[src/rtl/umi_initiator.sv]
`default_nettype none
// ============================================================================
//  Module   : umi_initiator
//  Purpose  : Requester-side UMI bridge. Turns a local read/write request
//             port into UMI request packets on tx0 and matches returning
//             read-response packets on rx0. Writes are posted; one read may
//             be outstanding at a time, guarded by a response timeout.
//  Revision : 1.0  initial release
// ============================================================================
module umi_initiator #(
   parameter int          AW      = 16,
   parameter int          DW      = 64,
   parameter logic [63:0] SRCADDR = 64'h0000_0000_0001_0000,
   parameter int          TIMEOUT = 1024
) (
   input  logic          clk,
   input  logic          nreset,
   // local request port
   input  logic          req_valid,
   input  logic          req_write,
   input  logic [AW-1:0] req_addr,
   input  logic [DW-1:0] req_wdata,
   output logic          req_ready,
   // local read completion
   output logic          rsp_valid,
   output logic [DW-1:0] rsp_rdata,
   output logic          rsp_err,
   // outbound UMI requests
   output logic          tx0_umi_valid,
   output logic [255:0]  tx0_umi_packet,
   input  logic          tx0_umi_ready,
   // inbound UMI responses
   input  logic          rx0_umi_valid,
   input  logic [255:0]  rx0_umi_packet,
   output logic          rx0_umi_ready,
   // diagnostics
   output logic [7:0]    drop_count
);

   localparam logic [7:0] OP_WRITE     = 8'h01;
   localparam logic [7:0] OP_READ      = 8'h08;
   localparam logic [7:0] OP_READ_RESP = 8'h03;

   // Timer only has to reach TIMEOUT-1, so clog2(TIMEOUT) bits suffice.
   localparam int            TW    = $clog2(TIMEOUT);
   localparam logic [TW-1:0] TLAST = TW'(TIMEOUT - 1);

   localparam logic [1:0] ST_IDLE = 2'd0;
   localparam logic [1:0] ST_SEND = 2'd1;
   localparam logic [1:0] ST_WAIT = 2'd2;

   logic [1:0]    state_q,     state_d;
   logic          is_read_q,   is_read_d;
   logic [255:0]  pkt_q,       pkt_d;
   logic [TW-1:0] timer_q,     timer_d;
   logic          req_ready_q, req_ready_d;
   logic          tx_valid_q,  tx_valid_d;
   logic          rsp_valid_q, rsp_valid_d;
   logic          rsp_err_q,   rsp_err_d;
   logic [DW-1:0] rsp_rdata_q, rsp_rdata_d;
   logic          rx_ready_q;
   logic [7:0]    drop_q,      drop_d;

   logic [255:0]  req_pkt;
   logic          rx_fire;
   logic          rx_match;
   logic          unused_rx_bits;

   // Inbound qualification: a response matches only on opcode and dstaddr.
   assign rx_fire  = rx0_umi_valid && rx_ready_q;
   assign rx_match = (rx0_umi_packet[7:0] == OP_READ_RESP) &&
                     (rx0_umi_packet[95:32] == SRCADDR);

   // Reserved and beyond-data inbound bits carry no meaning here.
   assign unused_rx_bits = ^{rx0_umi_packet[31:8], rx0_umi_packet[255:160+DW]};

   // Assemble the outbound request packet from the local request fields.
   always_comb begin
      req_pkt          = '0;
      req_pkt[7:0]     = req_write ? OP_WRITE : OP_READ;
      req_pkt[95:32]   = 64'(req_addr);
      req_pkt[159:96]  = SRCADDR;
      if (req_write) begin
         req_pkt[160 +: DW] = req_wdata;
      end
   end

   // Next-state logic for the request/response sequencer and drop counter.
   always_comb begin
      state_d     = state_q;
      is_read_d   = is_read_q;
      pkt_d       = pkt_q;
      timer_d     = timer_q;
      rsp_valid_d = 1'b0;
      rsp_err_d   = 1'b0;
      rsp_rdata_d = rsp_rdata_q;
      drop_d      = drop_q;

      case (state_q)
         ST_IDLE: begin
            if (req_valid && req_ready_q) begin
               pkt_d     = req_pkt;
               is_read_d = !req_write;
               state_d   = ST_SEND;
            end
         end
         ST_SEND: begin
            if (tx_valid_q && tx0_umi_ready) begin
               if (is_read_q) begin
                  state_d = ST_WAIT;
                  timer_d = '0;
               end else begin
                  state_d = ST_IDLE;
               end
            end
         end
         ST_WAIT: begin
            // A match on the timeout cycle still completes successfully.
            if (rx_fire && rx_match) begin
               rsp_valid_d = 1'b1;
               rsp_rdata_d = rx0_umi_packet[160 +: DW];
               state_d     = ST_IDLE;
            end else if (timer_q == TLAST) begin
               rsp_valid_d = 1'b1;
               rsp_err_d   = 1'b1;
               rsp_rdata_d = '0;
               state_d     = ST_IDLE;
            end else begin
               timer_d = timer_q + 1'b1;
            end
         end
         default: begin
            state_d = ST_IDLE;
         end
      endcase

      // Everything accepted that is not the awaited response is discarded.
      if (rx_fire && !((state_q == ST_WAIT) && rx_match) && (drop_q != 8'hFF)) begin
         drop_d = drop_q + 8'd1;
      end

      // Handshake outputs are registered copies of the upcoming state.
      req_ready_d = (state_d == ST_IDLE);
      tx_valid_d  = (state_d == ST_SEND);
   end

   // State and output registers with synchronous active-low reset.
   always_ff @(posedge clk) begin
      if (!nreset) begin
         state_q     <= ST_IDLE;
         is_read_q   <= 1'b0;
         pkt_q       <= '0;
         timer_q     <= '0;
         req_ready_q <= 1'b0;
         tx_valid_q  <= 1'b0;
         rsp_valid_q <= 1'b0;
         rsp_err_q   <= 1'b0;
         rsp_rdata_q <= '0;
         rx_ready_q  <= 1'b0;
         drop_q      <= '0;
      end else begin
         state_q     <= state_d;
         is_read_q   <= is_read_d;
         pkt_q       <= pkt_d;
         timer_q     <= timer_d;
         req_ready_q <= req_ready_d;
         tx_valid_q  <= tx_valid_d;
         rsp_valid_q <= rsp_valid_d;
         rsp_err_q   <= rsp_err_d;
         rsp_rdata_q <= rsp_rdata_d;
         rx_ready_q  <= 1'b1;
         drop_q      <= drop_d;
      end
   end

   assign req_ready      = req_ready_q;
   assign tx0_umi_valid  = tx_valid_q;
   assign tx0_umi_packet = pkt_q;
   assign rsp_valid      = rsp_valid_q;
   assign rsp_err        = rsp_err_q;
   assign rsp_rdata      = rsp_rdata_q;
   assign rx0_umi_ready  = rx_ready_q;
   assign drop_count     = drop_q;

endmodule
`default_nettype wire

[config.mk]
export PLATFORM = sky130hd
export DESIGN_NAME = umi_initiator
export DESIGN_NICKNAME = d
export VERILOG_FILES = /design/src/rtl/umi_initiator.sv
export SDC_FILE = /design/constraint.sdc
export NUM_CORES = 1
export LEC_CHECK = 0
export CORE_AREA = 4 4 259 261
export CTS_CLUSTER_SIZE = 8
export DETAILED_ROUTE_END_ITERATION = 12
export DIE_AREA = 0 0 263 265
export PLACE_DENSITY = 0.46
export SYNTH_ARGS = -nofsm -noshare
export SYNTH_HDL_FRONTEND = slang
export SYNTH_SLANG_ARGS = --single-unit
[constraint.sdc]
create_clock -name clk -period 2.5 [get_ports clk]
set_clock_uncertainty 0.1 [all_clocks]
set_input_delay 0.5 -clock clk [delete_from_list [all_inputs] [get_ports clk]]
set_output_delay 0.5 -clock clk [all_outputs]
set_load 0.05 [all_outputs]
# After elaboration in Yosys (flattened, before gate mapping)
# Index checks and enable logic that the tools add are counted.
# word_totals
wordCells,63
output_inout_bits,333
register_bits,179
# op_classes
n_reduce_logical,19
n_eq_ne,11
n_bitwise,2
n_addsub,2
n_mux,18
# ops
op,count
64-bit two-way mux,3
"64-bit by 17-bit == test with 1-bit output, second input constant",1
10-bit two-way mux,4
10-bit case mux with 2 select lines,1
"10-bit by 1-bit adder with 10-bit output, second input constant",1
"10-bit == test, second input constant",1
2-bit two-way mux,5
"8-bit by 1-bit adder with 8-bit output, second input constant",1
"8-bit by 2-bit == test with 1-bit output, second input constant",1
1-bit logical AND,8
"2-bit inequality test, second input constant",4
"8-bit inequality test, second input constant",1
2-bit case mux with 3 select lines,1
2-bit AND reduction,3
5-bit AND reduction,1
"2-bit by 1-bit == test with 1-bit output, second input constant",2
2-bit logical NOT,2
4-bit two-way mux,1
2-bit nonzero test,2
1-bit two-way mux,3
3-bit OR reduction,1
"2-bit == test, second input constant",1
1-bit logical NOT,2
1-bit NOT,2

# Depth between registers and ports, before layout
# logic_depth
depth_word,6
depth_mapped,9
depth_no_buf,8

# Worst setup path before layout
# Ideal clock, no wire load.
# synth_path
path_kind,input to register
startpoint,input port rx0_umi_packet[7]
endpoint,register rsp_rdata_q[0] (netlist: rsp_rdata[0])
path_buffers,2
setup_slack_ns,0.077
required_ns,2.283
arrival_ns,2.206
stages,9
setup_time_ns,0.117
cell_sequence,nor4_1 nand4_1 nor4_2 nand4_2 a21oi_1 nor2b_1 buf_2 buf_6 a22o_1
# synth_via
elab_chain_len,5
word_cells_on_any_way,6
# synth_lines
element,line,source
from (decl),34,"input logic [255:0] rx0_umi_packet,"
8-bit by 2-bit == test with 1-bit output *,71,assign rx_match = (rx0_umi_packet[7:0] == OP_READ_RESP) &&
1-bit logical AND *,71,
1-bit logical AND *,119,if (rx_fire && rx_match) begin
2-bit nonzero test (no source line),n/a,
2-bit AND reduction (no source line),n/a,
to (signal assigned),170,rsp_rdata_q <= rsp_rdata_d;
to (decl),60,"logic [DW-1:0] rsp_rdata_q, rsp_rdata_d;"
# Every way passes the cells marked *; elsewhere a longest branch is shown, timed or not.
# A chain may end at the register's enable or synchronous reset.

# Worst setup path in the final report
# layout_path
startpoint,input port rx0_umi_packet[46]
endpoint,register rsp_rdata_q[24] (netlist: rsp_rdata[24])
# layout_via
elab_chain_len,5
word_cells_on_any_way,6
# layout_lines
element,line,source
64-bit by 17-bit == test with 1-bit output *,72,(rx0_umi_packet[95:32] == SRCADDR);
1-bit logical AND *,71,
1-bit logical AND *,119,
2-bit nonzero test (no source line),n/a,
2-bit AND reduction (no source line),n/a,
# Marked as above.

==> impl_metrics.env <==
export IMPL_drive_above_1_share_pct=8.333
export IMPL_cts_tree="done"
export IMPL_ys_seq_area_share_pct=44.81
export IMPL_io_buffers=381
export IMPL_placed_area_mm2=0.01191
export IMPL_yosys_register_bits=172
export IMPL_hold_viol=0
export IMPL_grt_start_max_net_pins=61
export IMPL_layout_common_cells="clkdlybuf4s50_1, conb_1, dfxtp_1"
export IMPL_overflow=0
export IMPL_antenna_left=0
export IMPL_grt_pass1_wl_mm=43.94
export IMPL_numCtsBuffers=17
export IMPL_fin_crit_ps=2425
export IMPL_swShare_pct=34.94
export IMPL_synth_xor_area_share_pct=0.7979
export IMPL_row_count=93
export IMPL_synthDistinctLibCells=41
export IMPL_async_flop_share_pct=0
export IMPL_fill_cells=7108
export IMPL_cp_start_kind="input pin"
export IMPL_area_growth_pct=68.07
export IMPL_design_area_mm2=0.01291
export IMPL_ioPinCount=675
export IMPL_synth_top_flop_cell="dfxtp_1"
export IMPL_peakVddDrop_mv=0.4110
export IMPL_pre_cts_slack_ps=-840.7
export IMPL_synth_simple_area_share_pct=16.01
export IMPL_leakage_nw=4.861
export IMPL_synthAdderAreaFrac_pct=0.3257
export IMPL_drtIter0Drc=284
export IMPL_critPathKind="input pin to flip-flop"
export IMPL_place_congestion=0.8856
export IMPL_drc=0
export IMPL_p_switching_mw=2.487
export IMPL_final_common_cell="clkdlybuf4s50_1"
export IMPL_cts_root_buffer="clkbuf_16"
export IMPL_via_per_inst=3.304
export IMPL_final_cells=2081
export IMPL_setup_tns_ps=0
export IMPL_holdBufCountCts=0
export IMPL_placed_cells=2039
export IMPL_crit_arrival_ps=2700
export IMPL_dieArea_mm2=0.06970
export IMPL_clkPwrFrac_pct=38.4
export IMPL_postLayoutCoreUtil_pct=20.03
export IMPL_dr_total_vias=6875
export IMPL_comb_power_share_pct=21.8
export IMPL_die_h_um=265
export IMPL_slew_viol_final=0
export IMPL_cts_sinks=172
export IMPL_status="completed"
export IMPL_start_util_pct=11.92
export IMPL_p_int_mw=4.632
export IMPL_antenna_found_initial=3
export IMPL_maxSlewHeadroom_pct=58.74
export IMPL_nets=1555
export IMPL_crit_required_ps=2770
export IMPL_yosys_warnings=0
export IMPL_whs_ps=196.9
export IMPL_grt_pass1_vias=6960
export IMPL_power_density_mw_per_mm2=551.3
export IMPL_worstMarginPinSlew_ps=617.0
export IMPL_finalPower_mw=7.119
export IMPL_critical_path_peak_fanout=12
export IMPL_synth_area_mm2=0.007684
export IMPL_crit_path_end_kind="flip-flop"
export IMPL_hp_class="input pin to flip-flop"
export IMPL_dp_hpwl_mm=22.61
export IMPL_drtPass1Iterations=4
export IMPL_cap_violations=0
export IMPL_synth_top_family_by_area="buffers and inverters"
export IMPL_synth_compound_area_share_pct=17.57
export IMPL_synthMuxAreaShare_pct=0.1303
export IMPL_core_area_mm2=0.06446
export IMPL_post_route_period_util_pct=97.01
export IMPL_clk_latency_ps=470
export IMPL_dieWidth_um=263
export IMPL_setup_ws_ps=74.72
export IMPL_multi_input_area_mm2=0.003538
export IMPL_clockBufferDepth=2
export IMPL_cts_reportedPaths_clkPinSlew_ps=80
export IMPL_grtUsageTotal_pct=8.304
export IMPL_synth_edf_count=0
export IMPL_wl_per_cell_um=14.55
export IMPL_fmax_mhz=412.3
export IMPL_power_frac_seq_pct=39.7
export IMPL_wl_mm=30.27
export IMPL_setup_viol=0
export IMPL_syn_avg_cell_area_um2=9.202
export IMPL_syn_inst=835
export IMPL_h_tree_depth=4
export IMPL_register_area_mm2=0.003443
[cells by family (layout without fill, tap and decap cells)]
family,count (synthesis),count (layout)
AO/OA/AOI/OAI,171,171
XOR/XNOR,7,7
adder cells (fa/ha/maj),2,2
buffers and inverters,227,444
flip-flops,172,172
multiplexers,1,1
other,1,175
AND/OR/NAND/NOR,254,254
[path summary, 6_finish.rpt]
check                                   start                                to  slack (ps)  cells past startpoint
min reg2reg  tx0_umi_packet[180]$_SDFFE_PN0P_  tx0_umi_packet[180]$_SDFFE_PN0P_         360                      2
min                                    nreset             rx0_umi_ready$_DFF_P_         200                      1
max                        rx0_umi_packet[46]        rsp_rdata[24]$_SDFFE_PN0P_          70                     11
max reg2reg           timer_q[0]$_SDFFE_PN0P_        rsp_rdata[24]$_SDFFE_PN0P_         270                      8
[cell usage after synthesis, types with 2 or more instances]
library cell / count / area, um2
nor2_1: 8 / 30.03
a22o_1: 64 / 560.5
ha_1: 2 / 25.02
buf_4: 174 / 1306
nor2b_1: 8 / 50.05
o21ai_0: 8 / 40.04
xnor2_1: 6 / 52.55
a31oi_1: 4 / 25.02
nand3_1: 74 / 370.4
a21oi_1: 3 / 15.01
buf_6: 6 / 67.56
nor4_1: 16 / 100.1
buf_1: 5 / 18.77
and2_1: 8 / 50.05
dfxtp_1: 172 / 3443
o221a_2: 5 / 56.30
and3_1: 9 / 56.30
a21boi_0: 85 / 638.1
nand2_1: 111 / 416.7
buf_2: 8 / 40.04
clkbuf_1: 33 / 123.9
nand4_1: 7 / 43.79
[flip-flops by register name, summed over array words and instances, names as in the netlist]
name,count
drop_count,8
req_ready,1
rsp_err,1
rsp_rdata,64
rsp_valid,1
rx0_umi_ready,1
state_q,2
timer_q,10
tx0_umi_packet,83
tx0_umi_valid,1
[what timing repair did]
item                                    CTS  global route
pin swaps                                 9            25
resized for setup                        41            51
endpoints found under the setup margin   76            56
setup buffers                             3             0
cloned                                    5             0
[worst max-delay path: stages]
cell             delay [ps]
clkdlybuf4s50_1         410
nor4_2                  290
nand4_1                 180
nor4_4                  180
buf_4                   170
nand4_4                 120
a21oi_4                 190
nor2b_4                 120
buf_6                   160
buf_16                  140
a22o_1                  230
[power by group through the flow]
stage | clock network (mW) | registers (mW) | logic, mW
2_1_floorplan | 0 | 3.07 | 0.969
3_3_place_gp | 0 | 2.89 | 1.51
3_5_place_dp | 0 | 2.89 | 1.52
4_1_cts | 2.95 | 2.83 | 1.56
5_1_grt | 3.03 | 2.84 | 1.63
6_report | 2.74 | 2.83 | 1.55
[layout make-up]
class	instances	share of cell area [%]
Clock buffer	17	3.294
Tap cell	855	8.284
Timing Repair Buffer	411	32.97
Inverter	1	0.02907
Sequential cell	172	26.66
Clock inverter	15	1.318
Multi-Input combinational cell	608	27.40
Antenna cell	2	0.03876
[routing by layer]
metal  routed length [um]  GRT usage, %  vias up
li1                     -             -     3293
met1                11770         8.841     3178
met2                14360         13.93      368
met3                 3365         4.427       34
met4                  753         3.230        2
met5                   12             0        -
Power figures use the tool's default switching activity.
